--- src/rtl/intr_source_ctrl.sv ---
// Device-side interrupt requester: edge-latched pending bits, mask, fixed
// lowest-index priority and the intr/intr_ack handshake, with an IO register window.
module intr_source_ctrl #(
  parameter int unsigned N_IRQ    = 8,
  parameter logic [31:0] VEC_BASE = 32'h0000_0200
) (
  input  logic             clk,
  input  logic             rst,
  input  logic [N_IRQ-1:0] irq,
  output logic             intr,
  input  logic             intr_ack,
  input  logic             io_cs,
  input  logic             io_wr,
  input  logic             io_rd,
  input  logic [1:0]       io_addr,
  input  logic [31:0]      io_din,
  output logic [31:0]      io_dout,
  output logic             in_service
);

  localparam int unsigned ID_W = (N_IRQ > 1) ? $clog2(N_IRQ) : 1;

  localparam logic [1:0] ST_IDLE = 2'b00;
  localparam logic [1:0] ST_REQ  = 2'b01;
  localparam logic [1:0] ST_WAIT = 2'b10;

  logic [1:0]       state_q, state_d;
  logic [N_IRQ-1:0] mask_q, mask_d;
  logic [N_IRQ-1:0] pending_q, pending_d;
  logic [N_IRQ-1:0] irq_prev_q;
  logic [ID_W-1:0]  vec_id_q, vec_id_d;
  logic             intr_q, intr_d;
  logic             in_service_q, in_service_d;
  logic [31:0]      io_dout_q, io_dout_d;

  logic [N_IRQ-1:0] active;
  logic [N_IRQ-1:0] ack_clr;
  logic [N_IRQ-1:0] w1c;
  logic [ID_W-1:0]  win_id;
  logic             wr_en, rd_en;
  logic             unused_din;

  assign unused_din = ^io_din[31:N_IRQ];

  assign active = pending_q & mask_q;
  assign wr_en  = io_cs & io_wr;
  assign rd_en  = io_cs & io_rd;

  // Lowest set index wins: scan downward so the last hit is the smallest.
  always_comb begin
    win_id = '0;
    for (int i = int'(N_IRQ) - 1; i >= 0; i--) begin
      if (active[i]) win_id = ID_W'(i);
    end
  end

  always_ff @(posedge clk or negedge rst) begin
    if (!rst) begin
      state_q      <= ST_IDLE;
      mask_q       <= '0;
      pending_q    <= '0;
      irq_prev_q   <= '0;
      vec_id_q     <= '0;
      intr_q       <= 1'b0;
      in_service_q <= 1'b0;
      io_dout_q    <= '0;
    end else begin
      state_q      <= state_d;
      mask_q       <= mask_d;
      pending_q    <= pending_d;
      irq_prev_q   <= irq;
      vec_id_q     <= vec_id_d;
      intr_q       <= intr_d;
      in_service_q <= in_service_d;
      io_dout_q    <= io_dout_d;
    end
  end

  // Next-state; vec_id is frozen once the request leaves IDLE.
  always_comb begin
    state_d  = state_q;
    vec_id_d = vec_id_q;
    ack_clr  = '0;
    case (state_q)
      ST_IDLE: begin
        if (|active) begin
          state_d  = ST_REQ;
          vec_id_d = win_id;
        end
      end
      ST_REQ: begin
        if (intr_ack) begin
          state_d = ST_WAIT;
          ack_clr = N_IRQ'(1) << vec_id_q;
        end
      end
      ST_WAIT: begin
        if (!intr_ack) state_d = ST_IDLE;
      end
      default: state_d = ST_IDLE;
    endcase
  end

  always_comb begin
    intr_d       = 1'b0;
    in_service_d = 1'b0;
    intr_d       = (state_d == ST_REQ);
    in_service_d = (state_d == ST_REQ) || (state_d == ST_WAIT);
  end

  // Register window; a new edge overrides any clear on the same bit.
  always_comb begin
    w1c       = (wr_en && io_addr == 2'd1) ? io_din[N_IRQ-1:0] : '0;
    pending_d = (pending_q & ~(ack_clr | w1c)) | (irq & ~irq_prev_q);
    mask_d    = (wr_en && io_addr == 2'd0) ? io_din[N_IRQ-1:0] : mask_q;
    io_dout_d = io_dout_q;
    if (rd_en) begin
      case (io_addr)
        2'd0:    io_dout_d = 32'(mask_q);
        2'd1:    io_dout_d = 32'(pending_q);
        2'd2:    io_dout_d = VEC_BASE + 32'({vec_id_q, 2'b00});
        default: io_dout_d = {28'b0, intr_q, in_service_q, state_q};
      endcase
    end
  end

  assign intr       = intr_q;
  assign in_service = in_service_q;
  assign io_dout    = io_dout_q;

endmodule
--- config.mk ---
export PLATFORM = sky130hd
export DESIGN_NAME = intr_source_ctrl
export DESIGN_NICKNAME = d
export VERILOG_FILES = /design/src/rtl/intr_source_ctrl.sv
export SDC_FILE = /design/constraint.sdc
export NUM_CORES = 1
export LEC_CHECK = 0
export BUFFER_PORTS_ARGS = -buffer_cell sky130_fd_sc_hd__buf_2
export CAP_MARGIN = 5
export CORE_AREA = 2 2 71 73
export DETAILED_ROUTE_END_ITERATION = 12
export DIE_AREA = 0 0 73 75
export PLACE_DENSITY_LB_ADDON = 0.1
export SKIP_LAST_GASP = 1
export SYNTH_ARGS = -nofsm -noshare
export SYNTH_HDL_FRONTEND = slang
export SYNTH_SLANG_ARGS = --single-unit
--- constraint.sdc ---
create_clock -name clk -period 1.3 [get_ports clk]
set_input_delay 0.13 -clock clk [delete_from_list [all_inputs] [get_ports clk]]
set_output_delay 0.13 -clock clk [all_outputs]
set_load 0.05 [all_outputs]
# Word-level counts from Yosys, hierarchy flattened
# Cells that the tools add are included.
# classes
add_sub_neg,1
eq_ne,6
shift,1
n_mux,16
bitwise,9
n_reduce_logical,7
# ops
operator,n
11-bit one-hot mux with 3 select lines,1
8-bit AND,3
3-bit 2-to-1 mux,8
8-bit 2-to-1 mux,3
8-bit NOT,2
8-bit OR,2
10-bit by 5-bit adder with 11-bit output (first input constant),1
8-bit OR reduction,1
1-bit by 3-bit left shift with 8-bit output (first input constant),1
2-bit by 1-bit == test with 1-bit output (second input constant),3
2-bit == test (second input constant),3
2-bit 2-to-1 mux,3
2-bit one-hot mux with 3 select lines,1
2-bit zero test,2
1-bit AND,2
1-bit logical AND,2
2-bit AND reduction,1
1-bit logical OR,1
# totals
regBits,63
in_bits,48

# Logic depth before layout (Yosys ltp)
# logic_depth
word_depth,9
mapped_depth,6
mapped_depth_nobuf,6

# Worst setup path before layout
# OpenSTA, ideal clock, no wires.
# synth_path
path_kind,flip-flop to flip-flop
from,"register in_service_q, in the netlist in_service"
to,"register io_dout_q[2], in the netlist io_dout[2]"
setup_ns,0.125
arrival_ns,1.319
setup_slack_ns,-0.144
stages_incl_launch_ff,3
path_buffers,0
period_less_slack_ns,1.444
path_cell_list,dfrtp_1 mux4_1 mux2_2
# synth_via
elab_chain_len,1
# synth_lines
item,line_no,source
"start, declared",33,"logic in_service_q, in_service_d;"
"start signal, assigned",74,in_service_q <= in_service_d;
11-bit one-hot mux with 3 select lines,118,case (io_addr)
"end signal, assigned",75,io_dout_q <= io_dout_d;
"end, declared",34,"logic [31:0] io_dout_q, io_dout_d;"
# Every way passes these cells.
# A chain may end at the register's enable or synchronous reset.

# Worst setup path in the final report
# layout_path
from,register mask_q[6]
to,"register in_service_q, in the netlist in_service"
# layout_via
elab_chain_len,6
word_cells_on_any_way,7
cone_classes,eq/ne: 2; mux: 2; bitwise: 1; reduce/logical: 2
# layout_lines
item,line_no,source
"start, declared",28,"logic [N_IRQ-1:0] mask_q, mask_d;"
"start signal, assigned",69,mask_q <= mask_d;
8-bit AND (*),45,assign active = pending_q & mask_q;
8-bit OR reduction (*),86,if (|active) begin
2-bit 2-to-1 mux (*),86,
2-bit one-hot mux with 3 select lines (*),84,case (state_q)
named net state_d[0],27,"logic [1:0] state_q, state_d;"
2-bit by 1-bit == test with 1-bit output / 2-bit == test (equally long branches),108,in_service_d = (state_d == ST_REQ) || (state_d == ST_WAIT);
1-bit logical OR (*),108,
named net in_service_d,33,
# The timed path passes the listed nets; every way through them passes the cells marked *.

==> summary by stage <==
CTS
After clock tree synthesis, the clock-pin slew on the worst setup and hold paths is 80 ps. The clock buffer count from CTS is 5. Counting along the longest clock path gives a buffer depth of 2. The total number of clock tree sinks is 40. The insertion delay of the later-clocked pin in the worst-skew pair is 290 ps.

TritonCTS built the clock tree. The H-tree was split into 2 levels. The buffer type at the clock tree root is clkbuf_8.

Outcome
The checks that failed: setup timing. The run finished, with violations left.

Synth
The sequential-to-total area share from yosys stat is 0.5128. The most used flip-flop cell after synthesis is dfrtp_1. After synthesis, the mean cell area works out to 10.78 um2. For this run, the number of Yosys warnings is 0. The count of mapped cells out of synthesis is 181.

dfrtp_1 takes more of the synthesized area than any other cell. Yosys mapped a number of flops with a built-in enable equal to 0. The number of unique standard cell types used by synthesis is 31. In this run, synthesis produced a sequential element count of 40.

For this run, asynchronously set or reset flops after synthesis account for 1.000. By instance count, the leading cell after synthesis is dfrtp_1. The share of the synthesized area in the top cell type is 0.5128. The synthesized netlist occupies a cell area of 1952 um2. Sorting the synthesized cells by area gives the leading types as dfrtp_1 51%, buf_4 8.8%, mux2_2 5.8%. By count the netlist is led by 40 x dfrtp_1, 26 x nand2_1, 23 x buf_4.

Floorplanning
The floorplan step set the die width to 73 um. The initial utilization of the core area, before any placement, comes to 0.4188. The core region area is 4661 um2. The number of rows in the core area is 25. 82 I/O pins were placed.

The die height is 75 um. The die covers 5475 um2.

Power and ir drop
The power per cell area is 1887 nW/um2. The reported leakage power is 1.276 nW. The peak supply drop is 0.7338 mV.

Critical path
The worst reg2reg path depth is 6. The arrival time at the worst endpoint is 1600 ps. STA classifies the critical path endpoint as a register.

The worst register-to-register path ends at in_service$_DFF_PN0_. The launching element type of the critical path is a register. The data required time of the critical path is 1500 ps. The startpoint of the worst register-to-register path is mask_q[6]$_DFFE_PN0P_.

On the critical path the largest part of the delay comes from flip-flops. The peak per-stage delay on the critical path is 390 ps. In this run the register-to-register setup slack is -100 ps. The cell with the biggest individual delay on the critical path is dfrtp_1.

In this run the worst path has a maximum fanout of 3. The kind of critical path is reg -> reg. The signal on the critical path passes through a22oi_2 > nand4_1 > nand2_2 > o21ai_2 > ha_1 > inv_1. The sum of buffers and inverters on the critical path is 1.

Global routing
The via count of the first global-routing pass is 1567. The combined global-route utilization of all metal layers is 0.1762. The first-pass GRT wire length is 7176 um. The initial antenna violation count is 0. Entering global routing, the biggest net connects 25 pins. The global route total overflow is 0.

Worst hold path
Counting instances, the worst hold path has a depth of 2. The worst hold path begins at io_din[6]. The worst hold path terminates at mask_q[6]$_DFFE_PN0P_. In this run the worst hold path is classified as in -> reg.

Timing
The count of final hold-check violations was 0. Setup repair after global routing could not meet its margin everywhere. Subtracting the final worst setup slack from the clock period gives 1405 ps. The count of final max-slew check failures is 0. Setup slack on the critical path of the routed design comes to -104.6 ps. The tightest hold path in the finished design has a slack of 82.66 ps. Across the routed clock network, the largest skew measured is 11.67 ps. The maximum achievable frequency is 0.7119 GHz.

Of the available clock period, the critical path in the final layout requires 1.080. The total setup violations reported at the end of the flow is 2.

Place
Routability-driven placement finished with a final weighted congestion of 0.7944. Once detailed placement completed, the half-perimeter wirelength came to 3199 um. The area after detailed placement is 2322 um2. The number of buffers inserted by port buffering is 34.

Route
The count of routing violations after the opening detailed-route iteration is 65. The total iterations of the first detailed-routing run is 4. The average vias per placed instance is 4.840. The remaining antenna violation count is 0. The number of design rule violations left after detail routing is 0. The overall routed net length is 4236 um. The count of vias placed by the detailed router is 1515. The average routed wire per standard cell is 13.53 um.

Cells and area
With fillers left out, the area of the finished cells amounts to 2564 um2. The number of antenna diodes in the final layout is 0. From synthesis to final layout, the design area changed by 31.35%. In the final layout, the share of cells above drive strength 1 is 0.3977. At the end of the flow the core is filled with cells to 0.5501. The final net count is 309.

Flow run
The max capacitance violation total is 0.
## cells in the final DEF (no fill, tap or decap), drive strengths merged
cell and instances:
buf 68, dfrtp 40, o22a 1, xor2 1, nand2b 2, a31oi 3
a32oi 2, and4bb 1, mux4 2, mux2i 6, nand3 1, or2 1
mux2 10, o21ai 17, a21oi 4, and4b 2, nand2 26, a32o 2
dlygate4sd3 9, ha 1, inv 12, nand4 1, conb 23, nor3 1
nor2 4, clkbuf 6, a22oi 10, o2bb2ai 1, nor2b 2
## repair_timing
action	CTS	global route
setup buffers	5	4
resized for setup	3	10
hold buffers	9	0
endpoints found under the setup margin	2	7
pin swaps	4	9
hold endpoints to repair	24	0
## final cells by class
cell class                 count  area, um2
sequential                    40       1005
clock buffer                   6      72.57
tap                           54      67.56
timing repair buffer          77      544.3
inverter                      12      45.04
fill                         415       2097
multi-input combinational    124      829.5
## worst max-delay path by stage
stage          cells after the start                endpoint              startpoint  slack (ps)
4_1_cts                            6    in_service$_DFF_PN0_  pending_q[6]$_DFF_PN0_         -80
2_1_floorplan                      2  io_dout[2]$_DFFE_PN0P_    in_service$_DFF_PN0_         -60
3_3_place_gp                       6    in_service$_DFF_PN0_   mask_q[1]$_DFFE_PN0P_        -140
6_report                           6    in_service$_DFF_PN0_   mask_q[6]$_DFFE_PN0P_        -100
3_5_place_dp                       6    in_service$_DFF_PN0_  pending_q[3]$_DFF_PN0_        -130
5_1_grt                            6    in_service$_DFF_PN0_   mask_q[6]$_DFFE_PN0P_        -140
## sequential cells by signal (all words and copies together), names as in the netlist
name and cells:
irq_prev_q 8, intr 1, pending_q 8, mask_q 8, vec_id_q 3, in_service 1, state_q 2, io_dout 9
## per-layer routing
metal,global-route usage,part of all wire,up-vias
li1,-,-,737
met1,0.2256,0.46,719
met2,0.2953,0.48,53
met3,0.04418,0.047,6
met4,0.05556,0.013,0
met5,0,0,-
## logic make-up after synthesis
family                     count (synthesis)  synth area share
adders and majority gates                  1          0.006409
AOI/OAI and AO/OA                         40            0.1301
muxes                                     18            0.1154
other                                      1          0.001921
buffers and inverters                     39            0.1244
and+or+nand+nor                           41            0.1045
xor gates and xnor gates                   1          0.004488
DFF                                       40            0.5128
## where the power goes
group	switching, mW	internal, mW	leakage, nW
registers	0.229	1.58	0.461
clock network	0.399	0.358	0.0371
logic	1.30	0.971	0.778
total	1.93	2.91	1.28
## stage by stage
stage               setup slack, ps  power, mW  std cells  setup TNS, ps
floorplan                    -55.15      3.100        203         -138.1
global placement             -139.4      3.795        293         -157.0
detailed placement           -126.1      3.840        293         -143.6
CTS                          -77.12      4.738        313         -146.2
global route                 -144.5      5.164        313         -249.5
finish                       -104.6      4.837        313         -156.4
(Power assumes the default switching activity.)
